**src/rtl/i2c_req_arbiter.sv**
```systemverilog
// Round-robin arbiter that shares one i2c_master between N_REQ requesters.
// It grants one request, latches its command, issues a single start, and returns done/err/rdata.
module i2c_req_arbiter #(
  parameter int N_REQ   = 4,
  parameter int TIMEOUT = 1024
) (
  input  logic               clk,
  input  logic               reset,
  input  logic [N_REQ-1:0]   req,
  input  logic [7*N_REQ-1:0] req_addr,
  input  logic [N_REQ-1:0]   req_rw,
  input  logic [8*N_REQ-1:0] req_wdata,
  output logic [N_REQ-1:0]   grant,
  output logic [N_REQ-1:0]   done,
  output logic [N_REQ-1:0]   err,
  output logic [7:0]         rdata,
  output logic               m_start,
  output logic [6:0]         m_addr,
  output logic               m_rw,
  output logic [7:0]         m_wdata,
  input  logic               m_busy,
  input  logic [7:0]         m_rdata,
  input  logic               m_nack,
  output logic [2:0]         dbg_state
);

  localparam int IW = (N_REQ > 1) ? $clog2(N_REQ) : 1;
  localparam int CW = $clog2(TIMEOUT);

  typedef enum logic [2:0] {
    IDLE      = 3'd0,
    LAUNCH    = 3'd1,
    WAIT_BUSY = 3'd2,
    WAIT_DONE = 3'd3,
    COMPLETE  = 3'd4
  } state_t;

  // Handshake: req[i] is a level request held until done[i]/err[i]; the command
  // is captured in the grant cycle, so later changes on req/req_* are ignored.
  state_t           state_q, state_d;
  logic [N_REQ-1:0] grant_q, grant_d;
  logic [IW-1:0]    gidx_q, gidx_d;
  logic [IW-1:0]    ptr_q, ptr_d;
  logic [N_REQ-1:0] served_q, served_d;
  logic [6:0]       m_addr_q, m_addr_d;
  logic             m_rw_q, m_rw_d;
  logic [7:0]       m_wdata_q, m_wdata_d;
  logic [7:0]       rdata_q, rdata_d;
  logic [CW-1:0]    cnt_q, cnt_d;
  logic             err_flag_q, err_flag_d;
  logic             busy_meta_q, busy_s_q;

  logic [N_REQ-1:0] eligible;
  logic [N_REQ-1:0] completion;
  logic             any_elig;
  logic [IW-1:0]    sel_idx;
  int               cand;
  logic [6:0]       sel_addr;
  logic             sel_rw;
  logic [7:0]       sel_wdata;
  logic [CW-1:0]    cnt_inc;
  logic             expire;

  assign eligible   = req & ~served_q;
  assign completion = (state_q == COMPLETE) ? grant_q : '0;

  // First eligible requester searching upward from ptr, wrapping at N_REQ.
  always_comb begin
    any_elig  = 1'b0;
    sel_idx   = '0;
    cand      = 0;
    for (int k = 0; k < N_REQ; k++) begin
      cand = int'(ptr_q) + k;
      if (cand >= N_REQ) cand = cand - N_REQ;
      if (!any_elig && eligible[cand[IW-1:0]]) begin
        any_elig = 1'b1;
        sel_idx  = cand[IW-1:0];
      end
    end
    sel_addr  = '0;
    sel_rw    = 1'b0;
    sel_wdata = '0;
    for (int i = 0; i < N_REQ; i++) begin
      if (sel_idx == IW'(i)) begin
        sel_addr  = req_addr[7*i +: 7];
        sel_rw    = req_rw[i];
        sel_wdata = req_wdata[8*i +: 8];
      end
    end
  end

  always_ff @(posedge clk or posedge reset) begin
    if (reset) begin
      state_q     <= IDLE;
      grant_q     <= '0;
      gidx_q      <= '0;
      ptr_q       <= '0;
      served_q    <= '0;
      m_addr_q    <= '0;
      m_rw_q      <= 1'b0;
      m_wdata_q   <= '0;
      rdata_q     <= '0;
      cnt_q       <= '0;
      err_flag_q  <= 1'b0;
      busy_meta_q <= 1'b0;
      busy_s_q    <= 1'b0;
    end else begin
      state_q     <= state_d;
      grant_q     <= grant_d;
      gidx_q      <= gidx_d;
      ptr_q       <= ptr_d;
      served_q    <= served_d;
      m_addr_q    <= m_addr_d;
      m_rw_q      <= m_rw_d;
      m_wdata_q   <= m_wdata_d;
      rdata_q     <= rdata_d;
      cnt_q       <= cnt_d;
      err_flag_q  <= err_flag_d;
      busy_meta_q <= m_busy;
      busy_s_q    <= busy_meta_q;
    end
  end

  always_comb begin
    state_d    = state_q;
    grant_d    = grant_q;
    gidx_d     = gidx_q;
    ptr_d      = ptr_q;
    m_addr_d   = m_addr_q;
    m_rw_d     = m_rw_q;
    m_wdata_d  = m_wdata_q;
    rdata_d    = rdata_q;
    cnt_d      = cnt_q;
    err_flag_d = err_flag_q;
    // Saturating count; a phase expires on the cycle the count would reach TIMEOUT-1.
    cnt_inc    = (cnt_q == {CW{1'b1}}) ? cnt_q : cnt_q + 1'b1;
    expire     = (cnt_inc == CW'(TIMEOUT - 1));
    // A request dropped during its own completion is not held, so served stays clear.
    served_d   = (served_q | completion) & req;
    case (state_q)
      IDLE: begin
        if (any_elig) begin
          grant_d          = '0;
          grant_d[sel_idx] = 1'b1;
          gidx_d           = sel_idx;
          m_addr_d         = sel_addr;
          m_rw_d           = sel_rw;
          m_wdata_d        = sel_wdata;
          err_flag_d       = 1'b0;
          state_d          = LAUNCH;
        end
      end
      LAUNCH: begin
        cnt_d   = '0;
        state_d = WAIT_BUSY;
      end
      WAIT_BUSY: begin
        if (busy_s_q) begin
          cnt_d   = '0;
          state_d = WAIT_DONE;
        end else if (expire) begin
          err_flag_d = 1'b1;
          state_d    = COMPLETE;
        end else begin
          cnt_d = cnt_inc;
        end
      end
      WAIT_DONE: begin
        if (!busy_s_q) begin
          err_flag_d = m_nack;
          if (m_rw_q && !m_nack) rdata_d = m_rdata;
          state_d = COMPLETE;
        end else if (expire) begin
          err_flag_d = 1'b1;
          state_d    = COMPLETE;
        end else begin
          cnt_d = cnt_inc;
        end
      end
      COMPLETE: begin
        grant_d = '0;
        ptr_d   = (gidx_q == IW'(N_REQ - 1)) ? '0 : gidx_q + 1'b1;
        state_d = IDLE;
      end
      default: state_d = IDLE;
    endcase
  end

  always_comb begin
    m_start   = (state_q == LAUNCH);
    done      = (state_q == COMPLETE && !err_flag_q) ? grant_q : '0;
    err       = (state_q == COMPLETE &&  err_flag_q) ? grant_q : '0;
    dbg_state = state_q;
  end

  assign grant   = grant_q;
  assign rdata   = rdata_q;
  assign m_addr  = m_addr_q;
  assign m_rw    = m_rw_q;
  assign m_wdata = m_wdata_q;

endmodule

```
**config.mk**
```make
export PLATFORM = sky130hd
export DESIGN_NAME = i2c_req_arbiter
export DESIGN_NICKNAME = d
export VERILOG_FILES = /design/src/rtl/i2c_req_arbiter.sv
export SDC_FILE = /design/constraint.sdc
export NUM_CORES = 1
export LEC_CHECK = 0
export BUFFER_PORTS_ARGS = -buffer_cell sky130_fd_sc_hd__clkbuf_2
export CAP_MARGIN = 20
export CORE_MARGIN = 4
export CORE_UTILIZATION = 35
export CTS_CLUSTER_SIZE = 14
export DETAILED_ROUTE_END_ITERATION = 8
export PLACE_DENSITY_LB_ADDON = 0.2
export SYNTH_ARGS = -nofsm -noshare
export SYNTH_HDL_FRONTEND = slang
export SYNTH_SLANG_ARGS = --single-unit
```
**constraint.sdc**
```tcl
create_clock -name clk -period 2.4 [get_ports clk]
set_input_delay 0.36 -clock clk [delete_from_list [all_inputs] [get_ports clk]]
set_output_delay 0.36 -clock clk [all_outputs]
set_load 0.05 [all_outputs]
```
==> results of run 1 <==
## logic make-up (layout without fill, tap and decap cells)
kind of cell / after synthesis / in the layout / synth area share
AOI/OAI and AO/OA: 97 / 97 / 0.218
and+or+nand+nor: 132 / 132 / 0.212
adders and majority gates: 2 / 2 / 0.00802
muxes: 24 / 24 / 0.0806
buffers and inverters: 36 / 156 / 0.0582
DFF: 52 / 52 / 0.417
xor gates and xnor gates: 2 / 2 / 0.00562
## power by group through the flow
stage | Combinational [mW] | Clock, mW | Sequential (mW)
6_report | 2.60 | 0.607 | 1.45
5_1_grt | 2.81 | 0.666 | 1.50
4_1_cts | 2.63 | 0.631 | 1.45
3_5_place_dp | 2.63 | 0 | 1.46
3_3_place_gp | 2.61 | 0 | 1.45
2_1_floorplan | 1.18 | 0 | 2.22
## synthesized netlist by cell type, types with 4 or more instances
master    count
o21ai_0      16
o21ai_1      14
a21oi_1      19
a221o_1      14
mux2i_1      15
nand3_1      14
nand2_1      36
a31oi_1       4
mux2_2        9
dfrtp_1      52
and2_1        8
clkbuf_1      7
nor2_1       28
buf_6         4
buf_4         4
nor2b_1      11
inv_1        20
and3_1        9
nand2b_1      9
## final timing paths
path / start / to / cells after the start
setup / recovery: cnt_q[0] / cnt_q[2] / 7
hold / removal: m_busy / busy_meta_q / 1
setup reg to reg: cnt_q[0] / cnt_q[2] / 7
hold reg to reg: busy_meta_q / busy_s_q / 0
max in group asynchronous: reset / m_wdata[2] / 3
min in group asynchronous: reset / rdata[6] / 3
## routing by layer
metal / global-route usage / wire length [um] / vias to the layer above
met4: 0.0353 / 116 / 0
met5: 0 / 0 / -
li1: - / - / 1475
met3: 0.0375 / 491 / 8
met1: 0.190 / 3360 / 1353
met2: 0.278 / 4260 / 96
## final cells by class
| class | count | area [sq um] |
|---|---|---|
| Clock inverter | 3 | 42.5 |
| Timing Repair Buffer | 128 | 676 |
| Fill cell | 896 | 4730 |
| Multi-Input combinational cell | 257 | 1650 |
| Sequential cell | 52 | 1300 |
| Tap cell | 108 | 135 |
| Clock buffer | 5 | 68.8 |
| Inverter | 20 | 75.1 |
## worst reg2reg max path: stages (launching register included)
cell	delay, ps
dfrtp_1	470
ha_1	290
and3_2	310
and3_1	220
and2_1	200
o211ai_4	230
nor2_2	90
o41ai_1	330
## state kept, by name (all words and copies together) (netlist names), 2 cells and up
| register | cells |
|---|---|
| cnt_q | 10 |
| grant | 4 |
| rdata | 8 |
| served_q | 4 |
| gidx_q | 2 |
| ptr_q | 2 |
| m_addr | 7 |
| m_wdata | 8 |
| dbg_state | 3 |
## stage by stage
stage	std cells	setup slack (ps)
floorplan	345	294
global placement	565	240
detailed placement	565	142
CTS	573	61.0
global route	573	20.0
finish	573	137
==> results_dict.tcl, run 1 <==
set metrics [dict create \
    ys_types 53 \
    synth.top_cell.area_share 0.417 \
    critPathTopFamily "simple AND/OR/NAND/NOR gates" \
    htreeDepth 2 \
    core_area_sq_um 8680 \
    drt_wl_total_um 8220 \
    final_cell_mix "119 x clkbuf_2, 52 x dfrtp_1, 36 x nand2_1" \
    hold_class "input port to flop" \
    tns_ps 0 \
    clock_tree.root_cell "clkbuf_8" \
    pwr-share-clk 0.131 \
    diodes 0 \
    period_share 0.943 \
    die_w_um 102 \
    worstMarginPinSlew_ps 683 \
    hpwl_um 6190 \
    grt_max_degree 53 \
    clk_pin_slew_worst_paths_ps 100 \
    synthFlopType "dfrtp_1" \
    power.leakage_nw 2.03 \
    cts_setup_buffers 0 \
    gp_congestion 0.852 \
    cts_tree "built" \
    yosys_warnings 0 \
    boundaryPins 120 \
    synthToLayoutAreaGrowth_pct 26.5 \
    first_global_vias 2794 \
    cp.arrival_ps 2460 \
    ff2ff_setup_slack_ps 140 \
    grt_antenna_before_repair 0 \
    ys_seq_elements 52 \
    ctsResizeCount 0 \
    swShare 0.502 \
    cts-hold-fix-buffers 0 \
    peakVddDrop_mv 0.467 \
    start_util 0.359 \
    synth.cell_area_sq_um 3120 \
    drt_iter0_markers 135 \
    drc_errors 0 \
    grt.total_usage 0.156 \
    die_area_sq_um 10500 \
    power_frac_comb 0.558 \
    fp.dieH_um 102 \
    path_buf_inv 0 \
    insertion_delay_ps 300 \
    cellPowerDensity_nw_per_um2 1180 \
    cp_max_fo 10 \
    cts_buffers 5 \
    drive_gt1_frac 0.329 \
    clockBufferDepth 2 \
    rsz0062_at_grt "no" \
    p_int_mw 2.32 \
    place_area_sq_um 3830 \
    vias_per_cell 5.12 \
    drv_slew 0 \
    final_area_sq_um 3950 \
    max_cap_violations 0 \
    synth_area_leaders "dfrtp_1 42%, mux2i_1 4.8%, a221o_1 4.5%, nand2_1 4.3%, nor2_1 3.4%" \
    async_reset_ff_frac 1.00 \
    grt_overflow 0 \
    required_ps 2590 \
    outcome "finished clean" \
    routedWlPerCell_um 14.3 \
    postRouteAntennaNets 0 \
    nets 546 \
    setup_viol 0 \
    crit_chain "ha_1 -> and3_2 -> and3_1 -> and2_1 -> o211ai_4 -> nor2_2 -> o41ai_1" \
    hold_viol 0 \
    synth.yosys.seq_area_share 0.417 \
    critPathSlowestCell "dfrtp_1" \
    p_sw_mw 2.33 \
    fin_hold_ws_ps 168 \
    io_buffers 119 \
    slowest_delay_ps 470 \
    critPathLaunchType "flop" \
    fin_skew_ps 13.5 \
    synth_cells 345 \
    min_period_ps 2260 \
    utilization 0.455 \
    synthesis.nets 427 \
    path_class "flop to flop" \
    seqPwrFrac 0.311 \
    slew_headroom 0.544 \
    synth_enable_flop_cells 0 \
    fp-row-count 34 \
    grt_pass1_wl_um 13200 \
    final_common_cell "clkbuf_2" \
    vias 2932 \
    clock_sinks 52 \
    yosysTopAreaCell "dfrtp_1" \
    finalPower_mw 4.65 \
    max_freq_mhz 442 \
    end_kind "flop" \
    synth.avg_cell_area_sq_um 9.04 \
    drt_first_pass_iters 4 \
]
Power figures use the tool's default switching activity.
==> run 2, diff against run 1 <==
--- a/config.mk
+++ b/config.mk
@@ -5,6 +5,7 @@
 export SDC_FILE = /design/constraint.sdc
 export NUM_CORES = 1
 export LEC_CHECK = 0
+export ABC_AREA = 1
 export BUFFER_PORTS_ARGS = -buffer_cell sky130_fd_sc_hd__clkbuf_2
 export CAP_MARGIN = 20
 export CORE_MARGIN = 4
==> results_dict.tcl, run 2 <==
set metrics [dict create \
    cts_tree "built" \
    cellPowerDensity_nw_per_um2 1400 \
    instances_no_fill 753 \
    synthToLayoutAreaGrowth_pct 26.0 \
    final_cell_mix "150 x nand2_1, 119 x clkbuf_2, 70 x inv_1" \
    routed.top_layer "met4" \
    synth.avg_cell_area_sq_um 6.92 \
    setup_viol 0 \
    grt.total_usage 0.180 \
    gp_congestion 0.882 \
    drive_gt1_frac 0.284 \
    clock_tree.root_cell "clkbuf_8" \
    power.leakage_nw 2.43 \
    clockBufferDepth 2 \
    hpwl_um 8190 \
    final_common_cell "nand2_1" \
    routedWlPerCell_um 13.4 \
    synth_area_leaders "dfrtp_1 38%, nand2_1 16%, nand3_1 9.9%, inv_1 7.7%, nor2_1 4.5%" \
    period_share 0.922 \
    cts_setup_buffers 0 \
    netlist_top_cells_count "150 x nand2_1, 71 x inv_1, 68 x nand3_1" \
    finalPower_mw 6.05 \
    synth_simple_gate_area_frac 0.367 \
    max_cap_violations 0 \
    multi_input_area_sq_um 1780 \
    crit_chain "inv_2 -> nand3_1 -> nand3_1 -> nand2_2 -> a21oi_1 -> o21ai_2 -> nand2_2 -> buf_4 -> nand2_1 -> or2_0 -> nand3_1 -> nand2_1" \
    max_freq_mhz 452 \
    regMostFlops "cnt_q" \
    ys_types 35 \
    hold_class "input port to asynchronous set/reset pin" \
    synth_cells 497 \
    vias_per_cell 4.76 \
    wl_met2_um 4580 \
    nets 705 \
    worstMarginPinSlew_ps 523 \
    yosysTopAreaCell "dfrtp_1" \
    fp-row-count 35 \
    fill_cells 1003 \
    htreeDepth 2 \
    outcome "finished clean" \
    die_area_sq_um 11500 \
    ys_seq_elements 52 \
    drc_errors 0 \
    path_buf_inv 2 \
    synthesis.nets 579 \
    peakVddDrop_mv 0.533 \
    grt_pass1_wl_um 16600 \
    synth.cell_area_sq_um 3440 \
    largest_reg_flops 10 \
    synth_xor_area_frac 0.0102 \
    core_area_sq_um 9420 \
    critPathSlowestCell "dfrtp_2" \
    boundaryPins 120 \
    drv_slew 0 \
    start_util 0.365 \
    yosys_warnings 0 \
    slowest_delay_ps 500 \
    io_buffers 119 \
    drt_first_pass_iters 5 \
    rsz0062_at_grt "no" \
    seqCellArea_sq_um 1300 \
    synth.yosys.seq_area_share 0.378 \
    synth_top_family_by_area "simple AND/OR/NAND/NOR gates" \
    async_reset_ff_frac 1.00 \
    synthMuxAreaShare 0.0262 \
    hold_viol 0 \
    critPathLaunchType "flop" \
    clk_pin_slew_worst_paths_ps 100 \
    place_inst 745 \
    synthFlopType "dfrtp_1" \
    synth_compound_area_frac 0.0993 \
    postRouteAntennaNets 0 \
    clock_sinks 52 \
    wl_met3_um 744 \
    drt_iter0_markers 93 \
    grt_overflow 0 \
    path_class "flop to flop" \
    cp.arrival_ps 2420 \
    fin_skew_ps 5.04 \
    cts_buffers 5 \
    diodes 0 \
    cp_max_fo 13 \
    synth_fa_ha_area_frac 0.00728 \
    wl_met1_um 4670 \
    grt_max_degree 26 \
    end_kind "flop" \
    slew_headroom 0.651 \
    required_ps 2610 \
    synth.top_cell.area_share 0.378 \
    min_period_ps 2210 \
    synth_enable_flop_cells 0 \
    grt_antenna_before_repair 0 \
    synth_most_common_cell "nand2_1" \
    tns_ps 0 \
    critPathTopFamily "simple AND/OR/NAND/NOR gates" \
    crit_path_frequent_cell "nand3_1" \
    fp.dieH_um 107 \
    die_w_um 107 \
    insertion_delay_ps 310 \
    vias 3588 \
    drt_wl_total_um 10100 \
    first_global_vias 3428 \
]
-- run 2: path summary, 6_finish.rpt --
kind,slack [ps],cells after the start,end,start
hold reg to reg,360,0,busy_s_q,busy_meta_q
max in group asynchronous,1700,3,ptr_q[0],reset
hold / removal,60,2,rdata[1],reset
setup reg to reg,190,12,m_wdata[3],ptr_q[0]
setup / recovery,190,12,m_wdata[3],ptr_q[0]
min in group clk,150,1,busy_meta_q,m_busy
-- run 2: routing by layer --
layer,global-route usage,vias to the layer above
li1,-,1839
met1,0.240,1611
met2,0.294,130
met3,0.0427,8
met4,0.0429,0
met5,0,-
-- run 2: what timing repair did --
item                                    CTS  global route
hold endpoints to repair                  0             0
resized for setup                         0             5
hold buffers                              0             0
endpoints found under the setup margin    0            19
-- run 2: stage by stage --
step	setup WS (ps)	hold WS, ps	utilization	instance area (sq um)
2_1_floorplan	32.0	331	-	3440
3_3_place_gp	175	333	0.448	4220
3_5_place_dp	106	341	0.448	4220
4_1_cts	96.6	72.5	0.458	4310
5_1_grt	1.85	97.0	0.460	4340
6_report	187	59.5	0.460	4340
-- run 2: logic make-up (layout without fill, tap and decap cells) --
group	Yosys count	after routing
mux	8	8
fa+ha+maj	2	2
buf+inv	87	214
compound gates	60	60
simple gates	284	284
flops	52	52
xor+xnor	4	4
-- run 2: worst reg2reg max path, stage by stage (launching register included) --
cell     delay (ps)
dfrtp_2         500
inv_2           170
nand3_1         160
nand3_1         140
nand2_2         110
a21oi_1         180
o21ai_2          70
nand2_2         150
buf_4           220
nand2_1          80
or2_0           200
nand3_1          80
nand2_1          50
-- run 2: power breakdown --
| part | leakage (nW) | switching [mW] | total, mW | internal [mW] |
|---|---|---|---|---|
| logic | 1.70 | 2.87 | 4.11 | 1.24 |
| clock network | 0.0510 | 0.298 | 0.529 | 0.231 |
| registers | 0.671 | 0.236 | 1.41 | 1.18 |
| total | 2.43 | 3.41 | 6.05 | 2.64 |
-- run 2: cell type report --
cell class	instances	area share
Clock buffer	6	0.0190
Clock inverter	2	0.00231
Inverter	73	0.0632
Multi-Input combinational cell	358	0.410
Sequential cell	52	0.300
Tap cell	129	0.0372
Timing Repair Buffer	133	0.168
==> run 3, diff against run 2 <==
--- a/config.mk
+++ b/config.mk
@@ -8,11 +8,11 @@
 export ABC_AREA = 1
 export BUFFER_PORTS_ARGS = -buffer_cell sky130_fd_sc_hd__clkbuf_2
 export CAP_MARGIN = 20
-export CORE_MARGIN = 4
+export CORE_MARGIN = 5
 export CORE_UTILIZATION = 35
 export CTS_CLUSTER_SIZE = 14
 export DETAILED_ROUTE_END_ITERATION = 8
-export PLACE_DENSITY_LB_ADDON = 0.2
+export PLACE_DENSITY = 0.71
 export SYNTH_ARGS = -nofsm -noshare
 export SYNTH_HDL_FRONTEND = slang
 export SYNTH_SLANG_ARGS = --single-unit
==> constraint.sdc (replaced) <==
create_clock -name clk -period 1.85 [get_ports clk]
set_input_delay 0.2775 -clock clk [delete_from_list [all_inputs] [get_ports clk]]
set_output_delay 0.2775 -clock clk [all_outputs]
set_load 0.05 [all_outputs]
==> results_dict.tcl, run 3 (synthesis results as in run 2) <==
set metrics [dict create \
    fp-row-count 36 \
    synthToLayoutAreaGrowth_pct 61.8 \
    fp.dieH_um 109 \
    slew_headroom 0.698 \
    power.leakage_nw 2.92 \
    drt_iter0_markers 154 \
    core_area_sq_um 9680 \
    grt_max_degree 34 \
    io_buffers 119 \
    first_global_vias 4117 \
    max_cap_violations 0 \
    clockBufferDepth 2 \
    clk_pin_slew_worst_paths_ps 100 \
    postRouteAntennaNets 0 \
    final_cell_mix "121 x nand2_1, 111 x clkbuf_2, 63 x inv_1" \
    vias_per_cell 4.94 \
    die_area_sq_um 11900 \
    regMostFlops "cnt_q" \
    start_util 0.355 \
    cp_max_fo 5 \
    die_w_um 109 \
    grt.total_usage 0.197 \
    crit_chain "ha_4 -> nand2_4 -> nor2_4 -> nand4_4 -> xor2_2 -> nand2_2 -> nor2_4 -> nand3_4 -> o21ai_2 -> o21ai_1" \
    path_class "flop to flop" \
    min_period_ps 2060 \
    cellPowerDensity_nw_per_um2 1800 \
    r2r-start "cnt_q[0]" \
    boundaryPins 120 \
    rsz0062_at_grt "yes" \
    required_ps 2050 \
    drt_wl_total_um 11900 \
    clock_tree.root_cell "clkbuf_8" \
    critPathSlowestCell "dfrtp_1" \
    nets 772 \
    worstHoldPathCells 1 \
    max_freq_mhz 486 \
    fin_skew_ps 3.25 \
    diodes 0 \
    outcome "complete, but fails checks" \
    clock_sinks 52 \
    tns_ps -2610 \
    drt_first_pass_iters 5 \
    violations "setup timing" \
    drive_gt1_frac 0.485 \
    drc_errors 0 \
    drv_slew 0 \
    grt_overflow 0 \
    hold_viol 0 \
    whs_endpoint "busy_meta_q" \
    cts_tree "built" \
    crit_path_frequent_cell "nor2_4" \
    cts_buffers 5 \
    ff2ff_setup_slack_ps -210 \
    gp_congestion 0.925 \
    htreeDepth 2 \
    critPathLaunchType "flop" \
    cp.arrival_ps 2250 \
    place_area_sq_um 4650 \
    slowest_delay_ps 410 \
    routedWlPerCell_um 14.5 \
    setup_viol 26 \
    grt_pass1_wl_um 18800 \
    r2r_cells 10 \
    final_area_sq_um 5570 \
    final_common_cell "nand2_1" \
    largest_reg_flops 10 \
    end_kind "flop" \
    peakVddDrop_mv 1.04 \
    grt_antenna_before_repair 0 \
    setup_slack_ps -206 \
    hold_class "input port to flop" \
    worstMarginPinSlew_ps 452 \
    insertion_delay_ps 310 \
    period_share 1.11 \
    regToRegEndpoint "cnt_q[1]" \
    hpwl_um 8550 \
    hp-start "m_busy" \
    vias 4069 \
]
==> run 3: changes by cell type in the layout (fill, tap and decap cells not counted), sizes merged <==
| cell | previous run | this run |
|---|---|---|
| nand4 | 3 | 4 |
| clkinv | 2 | 3 |
| bufinv | 0 | 1 |
| buf | 14 | 87 |
| clkbuf | 125 | 117 |
| dlygate4sd3 | 0 | 1 |
| inv | 73 | 71 |
==> run 3: routing by layer <==
layer	track usage	vias up	part of all wire
li1	-	1977	-
met3	0.0373	46	0.064
met2	0.343	176	0.49
met5	0	-	0
met1	0.239	1870	0.40
met4	0.0784	0	0.040
==> run 3: how the worst max path moves through the flow <==
stage / from / end / cells past startpoint
5_1_grt: cnt_q[1] / cnt_q[2] / 10
3_5_place_dp: cnt_q[0] / cnt_q[1] / 12
3_3_place_gp: cnt_q[0] / cnt_q[1] / 12
2_1_floorplan: dbg_state[0] / cnt_q[2] / 8
6_report: cnt_q[0] / cnt_q[1] / 10
4_1_cts: cnt_q[1] / cnt_q[1] / 12
==> run 3: where the power goes <==
| part | internal (mW) | switching [mW] |
|---|---|---|
| clock network | 0.403 | 0.401 |
| registers | 1.53 | 0.314 |
| logic | 2.81 | 4.55 |
==> run 3: timing repair <==
item	4_1_cts	5_1_grt
endpoints found under the setup margin	37	45
pin swaps	30	30
setup buffers	16	8
hold buffers	1	0
hold endpoints to repair	19	0
resized for setup	93	74
cloned	3	1
==> run 3: critical path, delay by kind of cell, from the launching register on <==
kind | cells | cell delay (ps)
DFF | 1 | 410
adders and majority gates | 1 | 170
xor gates and xnor gates | 1 | 260
and+or+nand+nor | 6 | 870
AOI/OAI and AO/OA | 2 | 230
==> run 3: layout make-up <==
cell class	instances	area, sq um
Multi-Input combinational cell	359	2290
Clock inverter	2	35.0
Tap cell	133	166
Clock buffer	6	72.6
Fill cell	832	4120
Sequential cell	52	1310
Timing Repair Buffer	199	1410
Inverter	73	284
==> run 3: metrics by stage <==
stage,setup WS (ps),hold WS [ps],std cells,util,power [mW]
floorplan,-2.76,309,497,-,6.05
global placement,-127,296,788,0.480,7.78
detailed placement,-216,305,788,0.480,7.91
CTS,-120,74.3,815,0.544,9.51
global route,-319,63.5,824,0.575,10.7
finish,-206,70.1,824,0.575,10.0
